**src/rtl/mux_arb_pkg.sv**
```systemverilog
// mux_arb_pkg: shared state encoding, select constants and statistics width for the 2:1 mux arbiter
package mux_arb_pkg;
  typedef enum logic [1:0] {IDLE = 2'd0, OWN_A = 2'd1, OWN_B = 2'd2} state_t;
  localparam logic SEL_A = 1'b0;
  localparam logic SEL_B = 1'b1;
  localparam int STATS_W = 16;
endpackage

```
**src/rtl/mux_arb_hold_cnt.sv**
```systemverilog
// mux_arb_hold_cnt: saturating ownership-length counter; limit_hit marks the last allowed cycle
module mux_arb_hold_cnt #(
  parameter int MAX_HOLD = 4
) (
  input  logic clk_in,
  input  logic rst_n_in,
  input  logic clr_in,
  input  logic en_in,
  output logic limit_hit_out
);
  localparam int CNT_W = (MAX_HOLD > 0) ? $clog2(MAX_HOLD + 1) : 1;
  logic [CNT_W-1:0] cnt;
  always_ff @(posedge clk_in or negedge rst_n_in)
    if (!rst_n_in) cnt <= '0;
    else if (clr_in) cnt <= '0;
    else if (en_in && int'(cnt) < MAX_HOLD) cnt <= cnt + CNT_W'(1);
  assign limit_hit_out = (MAX_HOLD > 0) && (int'(cnt) >= MAX_HOLD - 1);
endmodule

```
**src/rtl/mux_2to1_arbiter.sv**
```systemverilog
// mux_2to1_arbiter: round-robin owner of a shared 2:1 data mux with a hold limit
// Define MUX_ARB_STATS_EN to add saturating per-requester grant counters.
module mux_2to1_arbiter
  import mux_arb_pkg::*;
#(
  parameter int DATA_W   = 8,
  parameter int MAX_HOLD = 4
) (
  input  logic              clk_in,
  input  logic              rst_n_in,
  input  logic              req_a_in,
  input  logic              req_b_in,
  input  logic [DATA_W-1:0] a_data_in,
  input  logic [DATA_W-1:0] b_data_in,
  output logic              gnt_a_out,
  output logic              gnt_b_out,
  output logic              sel_out,
  output logic              busy_out,
  output logic [DATA_W-1:0] y_data_out
`ifdef MUX_ARB_STATS_EN
  ,
  output logic [STATS_W-1:0] gnt_cnt_a_out,
  output logic [STATS_W-1:0] gnt_cnt_b_out
`endif
);
  state_t st, nxt, idle_nxt, a_nxt, b_nxt;
  logic last_b, limit_hit;
  assign idle_nxt = (req_a_in && req_b_in) ? (last_b ? OWN_A : OWN_B) :
                    req_a_in ? OWN_A : req_b_in ? OWN_B : IDLE;
  // Owner hands over on release or when the other side waits at the limit
  assign a_nxt = (!req_a_in || (req_b_in && limit_hit)) ? (req_b_in ? OWN_B : IDLE) : OWN_A;
  assign b_nxt = (!req_b_in || (req_a_in && limit_hit)) ? (req_a_in ? OWN_A : IDLE) : OWN_B;
  assign nxt = (st == OWN_A) ? a_nxt : (st == OWN_B) ? b_nxt : idle_nxt;
  mux_arb_hold_cnt #(.MAX_HOLD(MAX_HOLD)) u_hold (
    .clk_in       (clk_in),
    .rst_n_in     (rst_n_in),
    .clr_in       (nxt != st || nxt == IDLE),
    .en_in        (st != IDLE),
    .limit_hit_out(limit_hit)
  );
  always_ff @(posedge clk_in or negedge rst_n_in)
    if (!rst_n_in) begin
      st        <= IDLE;
      last_b    <= 1'b1;
      gnt_a_out <= 1'b0;
      gnt_b_out <= 1'b0;
      sel_out   <= SEL_A;
      busy_out  <= 1'b0;
    end else begin
      st        <= nxt;
      if (nxt != IDLE) last_b <= (nxt == OWN_B);
      gnt_a_out <= (nxt == OWN_A);
      gnt_b_out <= (nxt == OWN_B);
      sel_out   <= (nxt == OWN_B) ? SEL_B : SEL_A;
      busy_out  <= (nxt == OWN_A) || (nxt == OWN_B);
    end
  assign y_data_out = sel_out ? b_data_in : a_data_in;
`ifdef MUX_ARB_STATS_EN
  logic ent_a, ent_b;
  assign ent_a = (nxt == OWN_A) && (st != OWN_A);
  assign ent_b = (nxt == OWN_B) && (st != OWN_B);
  always_ff @(posedge clk_in or negedge rst_n_in)
    if (!rst_n_in) begin
      gnt_cnt_a_out <= '0;
      gnt_cnt_b_out <= '0;
    end else begin
      if (ent_a && gnt_cnt_a_out != '1) gnt_cnt_a_out <= gnt_cnt_a_out + STATS_W'(1);
      if (ent_b && gnt_cnt_b_out != '1) gnt_cnt_b_out <= gnt_cnt_b_out + STATS_W'(1);
    end
`endif
endmodule

```
**config.mk**
```make
export PLATFORM = sky130hd
export DESIGN_NAME = mux_2to1_arbiter
export DESIGN_NICKNAME = d
export VERILOG_FILES = /design/src/rtl/mux_arb_pkg.sv /design/src/rtl/mux_arb_hold_cnt.sv /design/src/rtl/mux_2to1_arbiter.sv
export SDC_FILE = /design/constraint.sdc
export NUM_CORES = 1
export LEC_CHECK = 0
export CAP_MARGIN = 20
export CORE_MARGIN = 1
export CORE_UTILIZATION = 41
export CTS_BUF_LIST = sky130_fd_sc_hd__clkbuf_2
export DETAILED_ROUTE_END_ITERATION = 10
export PLACE_DENSITY = 0.89
export SLEW_MARGIN = 25
export SYNTH_ARGS = -nofsm -noshare
export SYNTH_HDL_FRONTEND = slang
export SYNTH_SLANG_ARGS = --single-unit
```
**constraint.sdc**
```tcl
create_clock -name clk_in -period 3.4 [get_ports clk_in]
set_clock_uncertainty 0.1 [all_clocks]
set_input_delay 0.68 -clock clk_in [delete_from_list [all_inputs] [get_ports clk_in]]
set_output_delay 0.68 -clock clk_in [all_outputs]
set_load 0.03 [all_outputs]
```
Word level (Yosys, flattened, before mapping)
Index checks and enable logic that the tools add are counted.
Word-level totals
  flip-flop bits (word level): 10
  bits of input ports: 20
  output and inout port bits: 12
  word-level logic and storage cells: 42
Cells by class
  add/subtract/negate cells: 1
  $lt $le $gt $ge: 2
  equality and inequality tests: 5
  muxes and demuxes: 13
  reductions and logical operators: 14
Operator list (number)
  2-to-1 mux 2 bit: 8
  2-to-1 mux 8 bit: 1
  2-to-1 mux 3 bit: 2
  nonzero test 2 bit: 3
  == test 2 x 1 -> 1 bit (second input constant): 2
  == test 2 bit (second input constant): 2
  logical AND 1 bit: 4
  logical OR 1 bit: 4
  adder 3 x 1 -> 3 bit (second input constant): 1
  greater-or-equal comparator 3 x 2 -> 1 bit (second input constant): 1
  < comparator 3 bit (second input constant): 1
  zero test 1 bit: 2
  zero test 2 bit: 1
  2-to-1 mux 1 bit: 2
  inequality test 2 bit: 1

Logic depth before layout (Yosys ltp)
Gate-level depths: netlist (run 1).
  word-level depth: 9
  depth in mapped cells: 10
  mapped depth without buffers: 10

Hierarchy
From an unflattened synthesis (run 1), not the netlist that was laid out.
Second synthesis, totals
  cells, all modules: 62
  area, all modules: 658.1 sq um
Modules (own cells, without submodules)
  mux_2to1_arbiter: times used 1, cells an instance 46, area each 478.0 sq um, sequential area each 151.4 sq um
  mux_arb_hold_cnt: times used 1, cells an instance 16, area each 180.2 sq um, sequential area each 75.1 sq um

Worst setup path before layout (run 1)
OpenSTA, ideal clock, no wires.
  kind: flip-flop to flip-flop
  start point: register u_hold.cnt[0]
  end point: register u_hold.cnt[0]
  setup time: 86 ps
  arrival time: 2047 ps
  required time: 3214 ps
  slack: 1167 ps
  stages on the path, launching flop included: 11
  path buffers: 0
  clock period less this slack: 2233 ps
  path through: dfrtp_1 -> ha_1 -> ha_1 -> a211o_1 -> mux2i_1 -> a21oi_1 -> inv_1 -> ha_1 -> a21oi_1 -> o21ai_0 -> nor3_1
Between the ends
  word-level cells in the longest chain between the ends: 9
  elaborated cells on any way between the ends: 18
  classes of those cells: add/sub (1); order compare (2); eq/ne (1); mux (6); reduce/logical (8)
RTL lines
  start, declared: line mux_arb_hold_cnt.sv:12  | logic [CNT_W-1:0] cnt;
  greater-or-equal comparator 3 x 2 -> 1 bit (*): line mux_arb_hold_cnt.sv:17  | assign limit_hit_out = (MAX_HOLD > 0) && (int'(cnt) >= MAX_HOLD - 1);
  logical AND 1 bit: line mux_2to1_arbiter.sv:32  | assign b_nxt = (!req_b_in || (req_a_in && limit_hit)) ? (req_a_in ? OWN_A : IDLE) : OWN_B;
  logical OR 1 bit: line mux_2to1_arbiter.sv:32
  2-to-1 mux 2 bit: line mux_2to1_arbiter.sv:32
  2-to-1 mux 2 bit: line mux_2to1_arbiter.sv:33  | assign nxt = (st == OWN_A) ? a_nxt : (st == OWN_B) ? b_nxt : idle_nxt;
  2-to-1 mux 2 bit (*): line mux_2to1_arbiter.sv:33
  net nxt[0]: line mux_2to1_arbiter.sv:26  | state_t st, nxt, idle_nxt, a_nxt, b_nxt;
  inequality test 2 bit / zero test 2 bit (equally long branches): line mux_2to1_arbiter.sv:37  | .clr_in (nxt != st || nxt == IDLE),
  logical OR 1 bit (*): line mux_2to1_arbiter.sv:37
  2-to-1 mux 3 bit / nonzero test 2 bit (equally long branches)
Mark *: on every way through the listed nets, which the timed path passes. The rest lies on a longest branch. The select of a mux whose other input is x is not followed.
A chain may end at the register's enable or synchronous reset.

Worst setup path after layout (run 1)
  start point: input b_data_in[3]
  end point: output y_data_out[3]
Between the ends
  word-level cells in the longest chain between the ends: 1
RTL lines
  start, declared: line mux_2to1_arbiter.sv:14  | input logic [DATA_W-1:0] b_data_in,
  2-to-1 mux 8 bit: line mux_2to1_arbiter.sv:57  | assign y_data_out = sel_out ? b_data_in : a_data_in;
  end, declared: line mux_2to1_arbiter.sv:19  | output logic [DATA_W-1:0] y_data_out
Every way passes these cells.

==> results of run 1 <==
[sequential cells by signal, indices dropped and copies added, names as in the netlist]
| name | count |
|---|---|
| busy_out | 1 |
| u_hold.cnt | 3 |
| st | 2 |
| gnt_b_out | 1 |
| last_b | 1 |
| gnt_a_out | 1 |
[worst register-to-register path, stage by stage, from the launching register on]
cell     delay (ps)
dfrtp_1         410
ha_1            220
ha_1            180
a211o_1         330
mux2i_1         150
a21oi_1         250
inv_1           120
ha_1            230
a21oi_1         110
o21ai_0         170
nor3_1          220
[worst min-delay path by stage]
stage | slack [ps] | cells after the start | end | startpoint
after floorplan | 280 | 0 | busy_out$_DFF_PN0_ | rst_n_in
after global placement | 490 | 2 | u_hold.cnt[0]$_DFFE_PN0P_ | u_hold.cnt[0]$_DFFE_PN0P_
after detailed placement | 490 | 2 | u_hold.cnt[0]$_DFFE_PN0P_ | u_hold.cnt[0]$_DFFE_PN0P_
after CTS | 510 | 2 | u_hold.cnt[0]$_DFFE_PN0P_ | u_hold.cnt[0]$_DFFE_PN0P_
after global routing | 520 | 2 | u_hold.cnt[0]$_DFFE_PN0P_ | u_hold.cnt[0]$_DFFE_PN0P_
final | 510 | 2 | u_hold.cnt[0]$_DFFE_PN0P_ | u_hold.cnt[0]$_DFFE_PN0P_
[final cells by class]
class | instances | area, um^2 | share of cell area
Multi-Input combinational cell | 42 | 344 | 0.362
Timing Repair Buffer | 31 | 310 | 0.327
Sequential cell | 9 | 226 | 0.238
Inverter | 8 | 30.0 | 0.0316
Clock buffer | 4 | 20.0 | 0.0211
Tap cell | 15 | 18.8 | 0.0198
[metal layers]
layer	up-vias	track usage	share of wire
li1	279	-	-
met1	286	0.256	0.37
met2	18	0.438	0.57
met4	0	0.150	0.036
met5	-	0	0
met3	7	0.0380	0.030
[metrics by stage]
| stage | area (um^2) | utilization | worst slack (ps) |
|---|---|---|---|
| 3_3_place_gp | 930 | 0.689 | 672 |
| 5_1_grt | 950 | 0.703 | 613 |
| 4_1_cts | 950 | 0.703 | 646 |
| 3_5_place_dp | 930 | 0.689 | 647 |
| 6_report | 950 | 0.703 | 648 |
| 2_1_floorplan | 619 | - | 1170 |
[power groups by stage]
stage / Combinational (mW) / Sequential [mW] / Clock (mW)
global placement: 0.153 / 0.139 / 0
finish: 0.160 / 0.138 / 0.0696
CTS: 0.161 / 0.138 / 0.0712
global route: 0.171 / 0.140 / 0.0744
floorplan: 0.0891 / 0.142 / 0
detailed placement: 0.160 / 0.140 / 0
[kinds of logic (layout without fill, tap and decap cells)]
family                   after synthesis  count (layout)  share of synthesized area
AND/OR/NAND/NOR                        9               9                     0.0626
AO/OA/AOI/OAI                         13              13                      0.133
adder cells (fa/ha/maj)                7               7                      0.133
buffers and inverters                 11              43                     0.0788
flip-flops                             9               9                      0.366
multiplexers                          12              12                      0.212
XOR/XNOR                               1               1                     0.0141
[cell usage in the layout (no fill, tap or decap), types with 4 or more instances in the layout]
cell / synthesis / layout
clkdlybuf4s50_1: 0 / 31
mux2_2: 9 / 9
inv_1: 8 / 8
dfrtp_1: 8 / 8
ha_1: 5 / 5
o21ai_0: 4 / 4
nor2_1: 4 / 4
clkbuf_2: 0 / 4
==> flow_summary.ini, run 1 <==
[power_and_ir_drop]
switching_share = 0.369
p_leak_nw = 0.417
clkPwrFrac = 0.189
peakVddDrop_mv = 0.297
p_per_area_nw_per_um2 = 387
seqPwrFrac = 0.375
power_mw = 0.368
p_int_mw = 0.232
p_comb_frac = 0.435
p_sw_mw = 0.135

[worst_setup_path]
critPathLaunch = b_data_in[3]
crit_cells = 3
cp.required_ps = 2620
cpMostUsedCell = clkdlybuf4s50_1
max_stage_delay_ps = 680
cp_data_arrival_time_ps = 1970
path_cells = clkdlybuf4s50_1 > mux2_2 > clkdlybuf4s50_1
r2r_setup_slack_ps = 840
cp-start-kind = input pin
r2r_start = u_hold.cnt[0]$_DFFE_PN0P_
critical_path.top_delay_family = buffers and inverters
crit_fanout = 1
r2r-end = u_hold.cnt[2]$_DFFE_PN0P_
crit_path_top_delay_cell = clkdlybuf4s50_1
crit_path_end = y_data_out[3]
worstSetupPathType = input pin to output port
endpoint_kind = output port
path_buf_inv = 2
r2r_cells = 10

[logic_synthesis]
synth_nets = 87
yosysMostFrequentCell = mux2_2
synth_area_leaders = dfrtp_1 32%, mux2_2 16%, ha_1 10%, mux2i_1 4.8%, inv_1 4.8%
synth_cell_types = 21
ys_ff_latch = 9
synth_edf_count = 0
synth_common_cells = 9 x mux2_2, 8 x dfrtp_1, 8 x inv_1, 5 x ha_1
synth_warnings = 0
synth_flop_cell = dfrtp_1
synth_top_cell_by_area = dfrtp_1
syn_inst = 62
yosysTopAreaCellShare = 0.323
synth-async-reset-ratio = 1.00
synth_area_um2 = 619
seq_area_frac_synth = 0.366
synth.avg_cell_area_um2 = 9.99

[cells_and_area]
nNetsFinal = 120
instances_no_fill = 109
nFillCells = 105
synthToLayoutAreaGrowth_pct = 53.3
final_layout_size_suffix_gt1_frac = 0.149
n_antenna_cell = 0

[cts]
cts_setup_buffers = 0
cts-resized-gates = 0
cts_tree = done
cts_sinks = 9
clk_latency_ps = 250
htree_levels = 1
root_buffer = clkbuf_2
hold_buffers = 0
clk_path_buf_depth = 2
clk_pin_slew_ps = 90
cts_buffers = 3

[sta]
fmax_mhz = 363
hold_violations = 0
whs_ps = 510
setup_violations = 0
worst_pin_slew_ps = 397
worst_slew_margin_rel = 0.732
rsz0062_at_grt = no
min_period_ps = 2750
fin_crit_sh = 0.809
tns_ps = 0
maxSlewViolCount = 0

[placed_design]
place_inst = 105
place_congestion = 0.685
dp_hpwl_um = 1450
portBuffers = 31

[run]
cap_viol_max_count = 0

[drt]
vias_per_cell = 5.41
first_pass_iters = 4
vias = 590
wire_per_inst_um = 15.6
drt_iter0_markers = 7
route.detailed.drc = 0
routed_wl_um = 1700
ant_nets = 0

[die]
rows = 13
die_h_um = 40.9
pin_count = 32
initial_core_util = 0.459
dieWidth_um = 40.9
core_um2 = 1350
dieArea_um2 = 1670

[outcome]
outcome = finished, final reports clean

[grt]
overflow = 0
grt_pass1_wl_um = 2470
grt_max_degree = 11
antenna_found_initial = 0
grt_pass1_vias = 565
grtUsageTotal = 0.242

[worst_hold_path]
holdCritPathClass = register to register
(Power assumes the default switching activity.)
==> run 2, diff against run 1 <==
--- a/config.mk
+++ b/config.mk
@@ -7,10 +7,10 @@
 export LEC_CHECK = 0
 export CAP_MARGIN = 20
 export CORE_MARGIN = 1
-export CORE_UTILIZATION = 41
+export CORE_UTILIZATION = 40
 export CTS_BUF_LIST = sky130_fd_sc_hd__clkbuf_2
 export DETAILED_ROUTE_END_ITERATION = 10
-export PLACE_DENSITY = 0.89
+export PLACE_DENSITY = 0.87
 export SLEW_MARGIN = 25
 export SYNTH_ARGS = -nofsm -noshare
 export SYNTH_HDL_FRONTEND = slang
==> constraint.sdc (replaced) <==
create_clock -name clk_in -period 2.6 [get_ports clk_in]
set_clock_uncertainty 0.1 [all_clocks]
set_input_delay 0.52 -clock clk_in [delete_from_list [all_inputs] [get_ports clk_in]]
set_output_delay 0.52 -clock clk_in [all_outputs]
set_load 0.03 [all_outputs]
==> run 2 against run 1 <==
Effect of this change: worst hold slack lost 68 ps; final cell count is the same; via count shrank 0.51%; register-to-register slack lost 700 ps; power grew 31%; critical path type is now register to register; largest cell class unchanged; highest routed layer unchanged.
==> flow_summary.ini, run 2 (synthesized netlist as in run 1, its figures left out) <==
[worst_setup_path]
worstSetupPathType = register to register
path_buf_inv = 1
max_stage_delay_ps = 420
cp-start-kind = register
critical_path.top_delay_family = compound AO/OA/AOI/OAI gates
cp_data_arrival_time_ps = 2530
cpMostUsedCell = ha_1
crit_path_top_delay_cell = dfrtp_1
crit_fanout = 4
cp.required_ps = 2670
path_cells = ha_1 > ha_1 > a211o_1 > mux2i_2 > a21oi_2 > inv_1 > ha_1 > a21oi_1 > o21ai_0 > nor3_1
endpoint_kind = register

[outcome]
outcome = finished, final reports clean

[cells_and_area]
n_antenna_cell = 0
layout_commonest_cell = clkdlybuf4s50_1
synthToLayoutAreaGrowth_pct = 54.5
largest_reg_flops = 3
final_cell_mix = 31 x clkdlybuf4s50_1, 9 x mux2_2, 8 x inv_1, 8 x dfrtp_1, 5 x ha_1
reg_top3 = u_hold.cnt x3, st x2
nFillCells = 114
nNetsFinal = 120
final_layout_size_suffix_gt1_frac = 0.170
top_register = u_hold.cnt

[sta]
fin_crit_sh = 0.946
min_period_ps = 2460
setup_violations = 0
maxSlewViolCount = 0
worst_slew_margin_rel = 0.750
rsz0062_at_grt = no
hold_violations = 0
worst_pin_slew_ps = 374
fmax_mhz = 407
tns_ps = 0

[grt]
grtUsageTotal = 0.197
grt_max_degree = 11
grt_pass1_vias = 483
antenna_found_initial = 0
grt_pass1_wl_um = 2100
overflow = 0

[cts]
clk_latency_ps = 250
clk_path_buf_depth = 2
cts_tree = done
root_buffer = clkbuf_2
clk_pin_slew_ps = 90
hold_buffers = 0
cts_sinks = 9
htree_levels = 1
cts_buffers = 3

[drt]
vias = 587
vias_per_cell = 5.39
route.detailed.drc = 0
routed_wl_um = 1580
wire_per_inst_um = 14.5
ant_nets = 0
drt_iter0_markers = 13
first_pass_iters = 4

[die]
pin_count = 32
dieArea_um2 = 1710
initial_core_util = 0.453
dieWidth_um = 41.4
core_um2 = 1370
die_h_um = 41.4
rows = 13

[power_and_ir_drop]
peakVddDrop_mv = 0.308
p_leak_nw = 0.420
power_mw = 0.482
p_per_area_nw_per_um2 = 503

[worst_hold_path]
holdCritPathClass = input pin to asynchronous set/reset pin

[placed_design]
place_congestion = 0.667
portBuffers = 31
dp_hpwl_um = 1240

[run]
cap_viol_max_count = 0
run 2: cell counts in the layout (fill, tap and decap cells not counted):
Identical to the previous run, type by type.
run 2: what timing repair did:
| item | CTS | global route |
|---|---|---|
| endpoints found under the setup margin | 0 | 3 |
| gates resized for setup | 0 | 3 |
| buffers inserted | 0 | 0 |
run 2: final cells by class:
cell class	count	area (um^2)	area share
clock buffers	4	20.0	0.0209
well taps	15	18.8	0.0196
multi-input cells	42	352	0.367
inverters	8	30.0	0.0314
repair buffers	31	310	0.324
flip-flops and latches	9	226	0.237
run 2: where the power goes:
group          internal [mW]  switching (mW)
sequential             0.158          0.0220
combinational          0.106           0.104
clock                 0.0409          0.0507
total                  0.305           0.176
run 2: through the flow:
stage | instance area [um^2] | setup slack, ps | hold WS [ps] | util | instances
floorplan | 619 | 367 | 124 | - | 62
global placement | 930 | 192 | 486 | 0.680 | 105
detailed placement | 930 | 127 | 500 | 0.680 | 105
CTS | 950 | 88.6 | 445 | 0.695 | 109
global route | 957 | 11.2 | 477 | 0.701 | 109
finish | 957 | 140 | 441 | 0.701 | 109
run 2: final timing paths:
| kind | startpoint | slack [ps] | cells after the start | end |
|---|---|---|---|---|
| setup / recovery | u_hold.cnt[0]$_DFFE_PN0P_ | 140 | 10 | u_hold.cnt[2]$_DFFE_PN0P_ |
| max in group asynchronous | rst_n_in | 1650 | 1 | last_b$_DFFE_PN1P_ |
| min in group clk_in | u_hold.cnt[1]$_DFFE_PN0P_ | 510 | 2 | u_hold.cnt[1]$_DFFE_PN0P_ |
| hold / removal | rst_n_in | 440 | 1 | busy_out$_DFF_PN0_ |
| setup reg to reg | u_hold.cnt[0]$_DFFE_PN0P_ | 140 | 10 | u_hold.cnt[2]$_DFFE_PN0P_ |
| hold reg to reg | u_hold.cnt[1]$_DFFE_PN0P_ | 510 | 2 | u_hold.cnt[1]$_DFFE_PN0P_ |
run 2: layer usage:
metal | share of wire | GRT usage | up-vias
met3 | 0.034 | 0.0319 | 2
met1 | 0.38 | 0.232 | 285
met5 | 0 | 0 | -
met2 | 0.57 | 0.344 | 19
met4 | 0.015 | 0.0968 | 0
li1 | - | - | 281
run 2: worst reg2reg max path, stage by stage (launching register included):
cell,delay (ps)
dfrtp_1,420
ha_1,210
ha_1,180
a211o_1,340
mux2i_2,190
a21oi_2,200
inv_1,80
ha_1,210
a21oi_1,100
o21ai_0,140
nor3_1,200
==> run 3, diff against run 2 <==
--- a/config.mk
+++ b/config.mk
@@ -11,6 +11,7 @@
 export CTS_BUF_LIST = sky130_fd_sc_hd__clkbuf_2
 export DETAILED_ROUTE_END_ITERATION = 10
 export PLACE_DENSITY = 0.87
+export SETUP_SLACK_MARGIN = 0.2
 export SLEW_MARGIN = 25
 export SYNTH_ARGS = -nofsm -noshare
 export SYNTH_HDL_FRONTEND = slang
==> run 3 against run 2 <==
Effect of this change: final cell count up 1.8%; count of clock-buffer cells in the layout is the same; power decreased by 1.1%; first-iteration DRC count fell by 38%; combinational power hardly changed; largest cell class unchanged; design area up 1.8%; clock power down 2%; routed wire length down 0.95%; critical path type unchanged; register-to-register slack improved by 70 ps.
==> flow_summary.ini, run 3 (synthesized netlist as in run 1, its figures left out) <==
[outcome]
outcome = finished, final reports clean

[cts]
root_buffer = clkbuf_2
cts_buffers = 3
clk_latency_ps = 250
clk_pin_slew_ps = 90
htree_levels = 1
hold_buffers = 0
cts_tree = done
clk_path_buf_depth = 2
cts_sinks = 9

[grt]
antenna_found_initial = 0
grt_pass1_wl_um = 2140
grt_pass1_vias = 504
overflow = 0
grtUsageTotal = 0.197
grt_max_degree = 11

[die]
dieWidth_um = 41.4
die_h_um = 41.4
dieArea_um2 = 1710
rows = 13
pin_count = 32
initial_core_util = 0.453
core_um2 = 1370

[cells_and_area]
n_antenna_cell = 0
top_register = u_hold.cnt
reg_top3 = u_hold.cnt x3, st x2
nNetsFinal = 122
largest_reg_flops = 3
layout_commonest_cell = clkdlybuf4s50_1
final_layout_size_suffix_gt1_frac = 0.208
register_area_um2 = 228
synthToLayoutAreaGrowth_pct = 57.4
final_cell_mix = 23 x clkdlybuf4s50_1, 9 x mux2_2, 8 x inv_1
nFillCells = 110
multi_input_area_um2 = 355

[worst_setup_path]
r2r-end = u_hold.cnt[2]$_DFFE_PN0P_
cp-start-kind = register
worstSetupPathType = register to register
crit_path_end = u_hold.cnt[2]$_DFFE_PN0P_
r2r_cells = 10
r2r_setup_slack_ps = 210
critPathLaunch = u_hold.cnt[0]$_DFFE_PN0P_
crit_fanout = 3
cp.required_ps = 2670
endpoint_kind = register
cp_data_arrival_time_ps = 2460
r2r_start = u_hold.cnt[0]$_DFFE_PN0P_

[power_and_ir_drop]
p_leak_nw = 0.456
seqPwrFrac = 0.378
switching_share = 0.369
p_comb_frac = 0.433
p_per_area_nw_per_um2 = 489
p_sw_mw = 0.176
clkPwrFrac = 0.189
p_int_mw = 0.301
peakVddDrop_mv = 0.281

[sta]
rsz0062_at_grt = yes
final.setup.worst_slack_ps = 211
setup_violations = 0
min_period_ps = 2390
hold_violations = 0
fmax_mhz = 419
worst_pin_slew_ps = 380
fin_crit_sh = 0.919
whs_ps = 445
worst_slew_margin_rel = 0.746
maxSlewViolCount = 0
tns_ps = 0

[placed_design]
place_congestion = 0.667
dpl_worst_slack_ps = 127
portBuffers = 31
dp_hpwl_um = 1240

[drt]
vias = 582
wl_met3_um = 27
ant_nets = 0
routed_wl_um = 1570
drt_iter0_markers = 8
highest_layer = met4
route.detailed.drc = 0
met1_length_um = 636
vias_per_cell = 5.24
wire_per_inst_um = 14.1
first_pass_iters = 4
dr_wl_met2_um = 886

[worst_hold_path]
holdCritPathClass = input pin to asynchronous set/reset pin

[run]
cap_viol_max_count = 0
## run 3: cell types whose count changed in the layout (fill, tap and decap cells not counted), moves of 2 or more
cell             before  now
buf_4                 0    2
dlygate4sd2_1         0    6
dlymetal6s2s_1        0    2
clkdlybuf4s50_1      31   23
## run 3: area by class of cell
type,instances,area share
well taps,15,0.0193
clock buffers,4,0.0205
multi-input cells,42,0.365
flip-flops and latches,9,0.234
repair buffers,33,0.331
inverters,8,0.0308
## run 3: worst max-delay path, stage by stage (launching register included)
cell	delay, ps
dfrtp_1	420
ha_1	210
ha_1	180
a211o_1	290
mux2i_2	190
a21oi_2	150
inv_1	70
ha_1	210
a21oi_1	160
o21ai_1	140
nor3_1	190
## run 3: worst min path at each step
| stage | cells after the start | endpoint | slack (ps) |
|---|---|---|---|
| 2_1_floorplan | 0 | busy_out$_DFF_PN0_ | 120 |
| 3_5_place_dp | 2 | u_hold.cnt[2]$_DFFE_PN0P_ | 500 |
| 6_report | 1 | u_hold.cnt[0]$_DFFE_PN0P_ | 450 |
| 5_1_grt | 1 | u_hold.cnt[1]$_DFFE_PN0P_ | 470 |
| 3_3_place_gp | 2 | u_hold.cnt[0]$_DFFE_PN0P_ | 490 |
| 4_1_cts | 1 | st[0]$_DFF_PN0_ | 450 |
## run 3: per-layer routing
metal / up-vias / GRT usage
met1: 285 / 0.232
met2: 8 / 0.355
met4: 0 / 0.0726
met3: 2 / 0.0319
met5: - / 0
li1: 287 / -
## run 3: power groups by stage
stage	Sequential, mW	Clock [mW]	Combinational (mW)
floorplan	0.185	0	0.117
global placement	0.182	0	0.200
detailed placement	0.182	0	0.204
CTS	0.180	0.0944	0.206
global route	0.183	0.101	0.220
finish	0.180	0.0900	0.207
## run 3: metrics by stage
step / util / cell area (um^2) / power, mW / std cells
after floorplan: - / 619 / 0.302 / 62
after global placement: 0.680 / 930 / 0.382 / 105
after detailed placement: 0.680 / 930 / 0.386 / 105
after CTS: 0.704 / 962 / 0.480 / 110
after global routing: 0.713 / 975 / 0.505 / 111
final: 0.713 / 975 / 0.477 / 111
## run 3: timing repair
item,4_1_cts,5_1_grt
resized for setup,11,3
setup buffers,1,1
endpoints found under the setup margin,12,5
pin swaps,1,2
